### src/rtl/mult_share_arbiter_if.sv
// Handshake bundle between requesters, the shared FastMult datapath and the
// response consumer of mult_share_arbiter.
interface mult_share_arbiter_if #(
  parameter int N  = 4,
  parameter int W  = 4,
  parameter int IW = 2
);
  logic [N-1:0]   req_valid;
  logic [N*W-1:0] req_lhs;
  logic [N*W-1:0] req_rhs;
  logic [N-1:0]   req_ready;
  logic [W-1:0]   mul_lhs;
  logic [W-1:0]   mul_rhs;
  logic [2*W-1:0] mul_out;
  logic           resp_valid;
  logic [IW-1:0]  resp_id;
  logic [2*W-1:0] resp_data;
  logic           resp_ready;

  modport master (
    output req_valid, req_lhs, req_rhs, mul_out, resp_ready,
    input  req_ready, mul_lhs, mul_rhs, resp_valid, resp_id, resp_data
  );

  modport slave (
    input  req_valid, req_lhs, req_rhs, mul_out, resp_ready,
    output req_ready, mul_lhs, mul_rhs, resp_valid, resp_id, resp_data
  );
endinterface

### src/rtl/mult_share_arbiter.sv
// Round-robin sharing of one external combinational multiplier between N
// requesters; one transaction in flight, product returned with requester id.
module mult_share_arbiter #(
  parameter int N  = 4,
  parameter int W  = 4,
  parameter int IW = 2
) (
  input logic               clk,
  input logic               reset,
  mult_share_arbiter_if.slave bus
);
  typedef enum logic [1:0] {IDLE, CALC, RESP} state_t;

  state_t         state;
  logic [IW-1:0]  last_grant;
  logic [IW-1:0]  grant;
  logic           any_valid;
  logic           upper_hit;
  logic [W-1:0]   op_lhs;
  logic [W-1:0]   op_rhs;
  logic [2*W-1:0] resp_data;
  logic [IW-1:0]  resp_id;
  logic           resp_valid;

  // Wrap-around search in two passes: a valid requester above last_grant
  // wins, otherwise the lowest-indexed valid requester.
  always_comb begin
    grant     = '0;
    any_valid = 1'b0;
    upper_hit = 1'b0;
    for (int unsigned i = 0; i < N; i++) begin
      if (!any_valid && bus.req_valid[i]) begin
        any_valid = 1'b1;
        grant     = IW'(i);
      end
    end
    for (int unsigned i = 0; i < N; i++) begin
      if (!upper_hit && bus.req_valid[i] && (IW'(i) > last_grant)) begin
        upper_hit = 1'b1;
        grant     = IW'(i);
      end
    end
  end

  always_comb begin
    bus.req_ready = '0;
    if (state == IDLE && any_valid && !reset)
      bus.req_ready = {{(N-1){1'b0}}, 1'b1} << grant;
  end

  always_ff @(posedge clk) begin
    if (reset) begin
      state      <= IDLE;
      last_grant <= IW'(N-1);
      op_lhs     <= '0;
      op_rhs     <= '0;
      resp_data  <= '0;
      resp_id    <= '0;
      resp_valid <= 1'b0;
    end else begin
      case (state)
        IDLE: begin
          if (any_valid) begin
            op_lhs     <= bus.req_lhs[grant*W +: W];
            op_rhs     <= bus.req_rhs[grant*W +: W];
            resp_id    <= grant;
            last_grant <= grant;
            state      <= CALC;
          end
        end
        CALC: begin
          resp_data  <= bus.mul_out;
          resp_valid <= 1'b1;
          state      <= RESP;
        end
        RESP: begin
          if (bus.resp_ready) begin
            resp_valid <= 1'b0;
            state      <= IDLE;
          end
        end
        default: state <= IDLE;
      endcase
    end
  end

  assign bus.mul_lhs    = op_lhs;
  assign bus.mul_rhs    = op_rhs;
  assign bus.resp_valid = resp_valid;
  assign bus.resp_id    = resp_id;
  assign bus.resp_data  = resp_data;
endmodule
### src/flat_wrapper.sv
// flat-port wrapper written by rule: the top's interface ports become plain ports
module mult_share_arbiter_flat 
#(
  parameter int N  = 4,
  parameter int W  = 4,
  parameter int IW = 2
)
  (clk, reset, bus_req_valid, bus_req_lhs, bus_req_rhs, bus_mul_out, bus_resp_ready, bus_req_ready, bus_mul_lhs, bus_mul_rhs, bus_resp_valid, bus_resp_id, bus_resp_data);
  mult_share_arbiter_if #(.N(N), .W(W), .IW(IW)) bus_i ();
  input logic clk;
  input logic reset;
  input wire logic [$bits(bus_i.req_valid)-1:0] bus_req_valid;
  input wire logic [$bits(bus_i.req_lhs)-1:0] bus_req_lhs;
  input wire logic [$bits(bus_i.req_rhs)-1:0] bus_req_rhs;
  input wire logic [$bits(bus_i.mul_out)-1:0] bus_mul_out;
  input wire logic [$bits(bus_i.resp_ready)-1:0] bus_resp_ready;
  output wire logic [$bits(bus_i.req_ready)-1:0] bus_req_ready;
  output wire logic [$bits(bus_i.mul_lhs)-1:0] bus_mul_lhs;
  output wire logic [$bits(bus_i.mul_rhs)-1:0] bus_mul_rhs;
  output wire logic [$bits(bus_i.resp_valid)-1:0] bus_resp_valid;
  output wire logic [$bits(bus_i.resp_id)-1:0] bus_resp_id;
  output wire logic [$bits(bus_i.resp_data)-1:0] bus_resp_data;
  assign bus_i.req_valid = bus_req_valid;
  assign bus_i.req_lhs = bus_req_lhs;
  assign bus_i.req_rhs = bus_req_rhs;
  assign bus_i.mul_out = bus_mul_out;
  assign bus_i.resp_ready = bus_resp_ready;
  assign bus_req_ready = bus_i.req_ready;
  assign bus_mul_lhs = bus_i.mul_lhs;
  assign bus_mul_rhs = bus_i.mul_rhs;
  assign bus_resp_valid = bus_i.resp_valid;
  assign bus_resp_id = bus_i.resp_id;
  assign bus_resp_data = bus_i.resp_data;
  mult_share_arbiter #(.N(N), .W(W), .IW(IW)) u_core (.clk(clk), .reset(reset), .bus(bus_i));
endmodule
### config.mk
export PLATFORM = sky130hd
export DESIGN_NAME = mult_share_arbiter_flat
export DESIGN_NICKNAME = d
export VERILOG_FILES = /design/src/rtl/mult_share_arbiter_if.sv /design/src/rtl/mult_share_arbiter.sv /design/src/flat_wrapper.sv
export SDC_FILE = /design/constraint.sdc
export NUM_CORES = 1
export LEC_CHECK = 0
export ABC_CLOCK_PERIOD_IN_PS = 1800
export CAP_MARGIN = 15
export CORE_ASPECT_RATIO = 1.1
export CORE_MARGIN = 8
export CORE_UTILIZATION = 40
export CTS_CLUSTER_DIAMETER = 50
export DETAILED_ROUTE_END_ITERATION = 8
export DONT_BUFFER_PORTS = 1
export SLEW_MARGIN = 20
export SYNTH_ARGS = -nofsm -noshare
export SYNTH_HDL_FRONTEND = slang
export SYNTH_SLANG_ARGS = --single-unit
export TNS_END_PERCENT = 1
### constraint.sdc
create_clock -name clk -period 1.8 [get_ports clk]
set_clock_uncertainty 0.2 [all_clocks]
set_input_delay 0.27 -clock clk [delete_from_list [all_inputs] [get_ports clk]]
set_output_delay 0.27 -clock clk [all_outputs]
set_load 0.01 [all_outputs]
=== Yosys cells after proc, flatten, opt, wreduce, memory -nomap -nowiden ===
Index checks and enable logic that the tools add are counted.

* Register bits after elaboration: 23
* Word-level logic and storage cells: 62
* Output and inout bits: 23
* Input port bits: 47

* Shifts and indexed selects: 3
* Magnitude comparators: 4
* Equal/unequal tests: 4
* Mux-type cells: 20
* Reduce and logical (&&, ||, !) cells: 24

{| class="wikitable"
|+ Operators by type and width
! kind !! number
|-
| 16-bit by 5-bit indexed part select with 4-bit output || 2
|-
| 2-bit 2-to-1 mux || 8
|-
| 1-bit logical AND || 12
|-
| 1-bit 2-to-1 mux || 9
|-
| 1-bit logical NOT || 7
|-
| 2-bit one-hot mux with 3 select lines || 1
|-
| 2-bit AND reduction || 3
|-
| 1-bit by 2-bit greater-than comparator with 1-bit output (first input constant) || 2
|-
| 2-bit greater-than comparator (first input constant) || 2
|-
| 4-bit 2-to-1 mux || 1
|-
| 1-bit by 2-bit left shift with 4-bit output (first input constant) || 1
|-
| 2-bit by 1-bit equality test with 1-bit output (second input constant) || 1
|-
| 2-bit equality test (second input constant) || 1
|-
| 2-bit logical NOT || 1
|-
| 2-bit by 1-bit != test with 1-bit output (second input constant) || 1
|-
| 2-bit != test (second input constant) || 1
|-
| 1-bit one-hot mux with 2 select lines || 1
|-
| 2-bit nonzero test || 1
|}

=== Longest topological paths before layout ===
* Depth after elaboration: 17
* Mapped depth: 6
* Depth with buffers taken out: 4

=== Least setup slack after synthesis ===
Ideal clock, no wire load.

* Path type: flip-flop to output port
* From: register u_core.last_grant[0]
* To: output bus_req_ready[3]
* Path slack: 0.110 ns
* Data arrival time: 1.220 ns
* Data required time: 1.330 ns
* Stages on the path, launching flop included: 6
* Cells stage by stage: dfxtp_1 > buf_2 > nand2b_1 > a221o_1 > buf_2 > and3_1

* Word-level cells in the longest chain between the ends: 17
* Elaborated cells between the ends (all ways): 23

{| class="wikitable"
|+ RTL lines
! item !! RTL line !! RTL
|-
| start, declared || mult_share_arbiter.sv:15 || <nowiki>logic [IW-1:0] last_grant;</nowiki>
|-
| start signal, assigned || mult_share_arbiter.sv:54 || <nowiki>last_grant <= IW'(N-1);</nowiki>
|-
| start signal, assigned || mult_share_arbiter.sv:67 || <nowiki>last_grant <= grant;</nowiki>
|-
| 1-bit by 2-bit greater-than comparator with 1-bit output || mult_share_arbiter.sv:38 || <nowiki>if (!upper_hit && bus.req_valid[i] && (IW'(i) > last_grant)) begin</nowiki>
|-
| 1-bit logical AND || mult_share_arbiter.sv:38 ||
|-
| 1-bit 2-to-1 mux || mult_share_arbiter.sv:38 ||
|-
| 1-bit logical NOT || mult_share_arbiter.sv:38 ||
|-
| 1-bit logical AND (2 in series) || mult_share_arbiter.sv:38 ||
|-
| 1-bit 2-to-1 mux || mult_share_arbiter.sv:38 ||
|-
| 1-bit logical NOT || mult_share_arbiter.sv:38 ||
|-
| 1-bit logical AND (2 in series) || mult_share_arbiter.sv:38 ||
|-
| 1-bit 2-to-1 mux || mult_share_arbiter.sv:38 ||
|-
| 1-bit logical NOT || mult_share_arbiter.sv:38 ||
|-
| 1-bit logical AND (2 in series) || mult_share_arbiter.sv:38 ||
|-
| 2-bit 2-to-1 mux * || mult_share_arbiter.sv:38 ||
|-
| 1-bit by 2-bit left shift with 4-bit output * || mult_share_arbiter.sv:48 || <nowiki>bus.req_ready = {{(N-1){1'b0}}, 1'b1} << grant;</nowiki>
|-
| 4-bit 2-to-1 mux * || mult_share_arbiter.sv:47 || <nowiki>if (state == IDLE && any_valid && !reset)</nowiki>
|-
| end, declared || flat_wrapper.sv:17 || <nowiki>output wire logic [$bits(bus_i.req_ready)-1:0] bus_req_ready;</nowiki>
|}

Mark *: on every way between the ends. The rest lies on a longest branch, timed or not.

=== Final worst setup path ===
Ends and elaborated chain as after synthesis.

==> results.yml <==
global_routing:
  overflow: 0
  grt_max_degree: 22
  grt_pass1_vias: 1302
  track_usage_pct: 16.0
  grt_pass1_wl_mm: 6.29
  antenna_found_initial: 0
floorplanning:
  fp.coreArea_um2: 3000
  die_w_um: 68.8
  die_h_um: 74.1
  start_util_pct: 41.0
  placementRows: 21
  boundaryPins: 70
  dieArea_um2: 5100
finish:
  diodes: 0
  final_nets: 231
  area_growth_pct: 33.7
  final_core_util_pct: 54.8
  drive_above_1_share_pct: 20.2
worst_setup_path:
  cp_max_fo: 7
  crit_chain: "nand2b_4, a221o_2, and3_4"
  worstPathArrival_ns: 1.36
  crit_required_ns: 1.33
  slowest_stage: "dfxtp_4"
  critPathLaunchType: "register"
  max_stage_delay_ns: 0.39
  crit_type: "register to output port"
  crit_family: "flip-flops"
  worst-path-buf-inv: 0
  crit_path_end_kind: "output port"
timing:
  setup_slack_ns: -0.0349
  rsz0062_at_grt: "true"
  fin_crit_sh_pct: 102
  fin_tns_setup_ns: -0.0416
  hold_viol_final: 1
  fmax_ghz: 0.545
  drv_slew: 0
  max-slew-margin-rel_pct: 47.7
  final.min_clock_period_ns: 1.83
  max_slew.worst_pin.slew_ns: 0.782
  holdWs_ns: -0.00216
  setup_violations: 2
power:
  p_comb_share_pct: 30.8
  seq_power_share_pct: 50.7
  p_switching_uw: 442
  clkPwrFrac_pct: 18.5
  power_leakage_uw: 0.000598
  power_density_nw_per_um2: 793
  swShare_pct: 33.9
  intPower_uw: 861
  ir_drop_v: 0.000618
logic_synthesis:
  yosys-top-cells-count: "dfxtp_1, a21oi_1, nand2_1"
  yosysTopAreaCellShare_pct: 37.5
  async_reset_ff_share_pct: 0
  dominantRegCellSynth: "dfxtp_1"
  yosys-top-cells-area: "dfxtp_1, a21oi_1, nand2_1"
  ys.warnings.count: 0
  syn_nets: 205
  yosysTopAreaCell: "dfxtp_1"
  ys_ff_latch: 23
  ys_seq_area_share_pct: 37.5
  netlist_area_um2: 1230
  synth_cells: 158
  avgSynthCellArea_um2: 7.78
  yosys.cell_count.top_type: "dfxtp_1"
  synth_edf_count: 0
  yosys.cell_types.count: 31
routing:
  routedWlPerCell_um: 19.8
  first_pass_iters: 4
  num_vias: 1322
  vias_per_cell: 6.09
  drcViolationCount: 0
  routed_wl_mm: 4.31
  drt_iter0_drc: 64
  ant_nets: 0
placement:
  dp_slack_ns: 0.0678
  dp_hpwl_mm: 2.94
  port-buffer-count: 0
  gp_congestion: 0.909
clocking:
  cts_made_buffers: 3
  htree_levels: 1
  clock_latency_ns: 0.31
  root_buffer: "clkbuf_4"
  clockBufferDepth: 2
  cts_sinks: 23
  path_clk_slew_ns: 0.13
  cts_tree: "built"
job:
  drv_cap: 0
status:
  violations: "negative hold slack, negative setup slack"
  status: "finished, violations left"
worst_hold_path:
  hold_path_class: "input pin to register"
-- power by group through the flow --
stage / logic [uW] / clock network [uW] / registers (uW)
after floorplan: 253 / 0 / 638
after global routing: 442 / 273 / 670
after detailed placement: 288 / 0 / 665
final: 401 / 241 / 660
after global placement: 278 / 0 / 662
after CTS: 376 / 242 / 657
-- logic make-up after synthesis --
| family | after synthesis | share of synthesized area, % |
|---|---|---|
| DFF | 23 | 37.5 |
| and+or+nand+nor | 63 | 26.3 |
| AOI/OAI and AO/OA | 57 | 30.6 |
| buffers and inverters | 15 | 5.70 |
-- worst reg2reg max path: stages, from the launching register on --
cell and delay, ns:
dfxtp_4 0.39, nand2b_4 0.14, a221o_2 0.35, buf_4 0.18, a32oi_2 0.23, a311oi_1 0.12
-- metal layers --
layer	GRT usage [%]	share of wire, %	wire length [um]
met5	0	0	0
met4	6.47	1.4	60
met3	4.52	12	518
met2	26.2	50	2160
met1	18.9	36	1570
-- final timing paths --
check                                from                      end  slack, ns  cells after the start
setup reg to reg     u_core.last_grant[0]    u_core.bus.mul_lhs[2]       0.04                      5
setup / recovery     u_core.last_grant[0]         bus_req_ready[3]      -0.03                      3
hold reg to reg   u_core.bus.resp_data[4]  u_core.bus.resp_data[4]       0.32                      2
hold / removal             bus_req_lhs[9]    u_core.bus.mul_lhs[1]     -0.002                      2
-- flip-flops by register name (all words and copies together) (netlist names) --
name,cells
u_core.bus.mul_lhs,4
u_core.bus.mul_rhs,4
u_core.bus.resp_data,8
u_core.bus.resp_id,2
u_core.bus.resp_valid,1
u_core.last_grant,2
u_core.state,2
-- timing repair --
action,in CTS,in global routing
gates resized for setup,18,7
pin swaps,2,5
hold buffers,24,0
setup endpoints to repair,4,8
endpoints found under the hold margin,23,0
buffers inserted,3,2
-- stage by stage --
step           std cells  total power (uW)  hold slack (ns)  area (um2)
4_1_cts              215              1280          0.00218        1590
3_5_place_dp         184               953            0.145        1250
6_report             217              1300         -0.00216        1640
2_1_floorplan        158               891            0.142        1230
3_3_place_gp         184               940            0.144        1250
5_1_grt              217              1390          0.00196        1640
-- layout by cell type (no fill, tap or decap), types with 2 or more instances in the layout --
master          n
dlygate4sd3_1  24
a21oi_1        21
nand2_1        20
dfxtp_1        19
nor2_1         12
o21ai_0        10
buf_4          10
and2_1          8
a311oi_1        8
a32oi_1         6
nor2b_1         3
and3_4          3
nand2b_1        3
nor3_1          3
clkbuf_4        3
nor2_4          2
nand2b_4        2
or3_1           2
inv_1           2
a32oi_2         2
dfxtp_4         2
dfxtp_2         2
-- layout make-up --
class                   instances  area (um2)
fillers                       281        1350
repair buffers                 34         315
clock buffers                   4        26.3
inverters                       2        7.51
multi-input cells             120         781
flip-flops and latches         23         470
well taps                      34        42.5
Power figures use the tool's default switching activity.
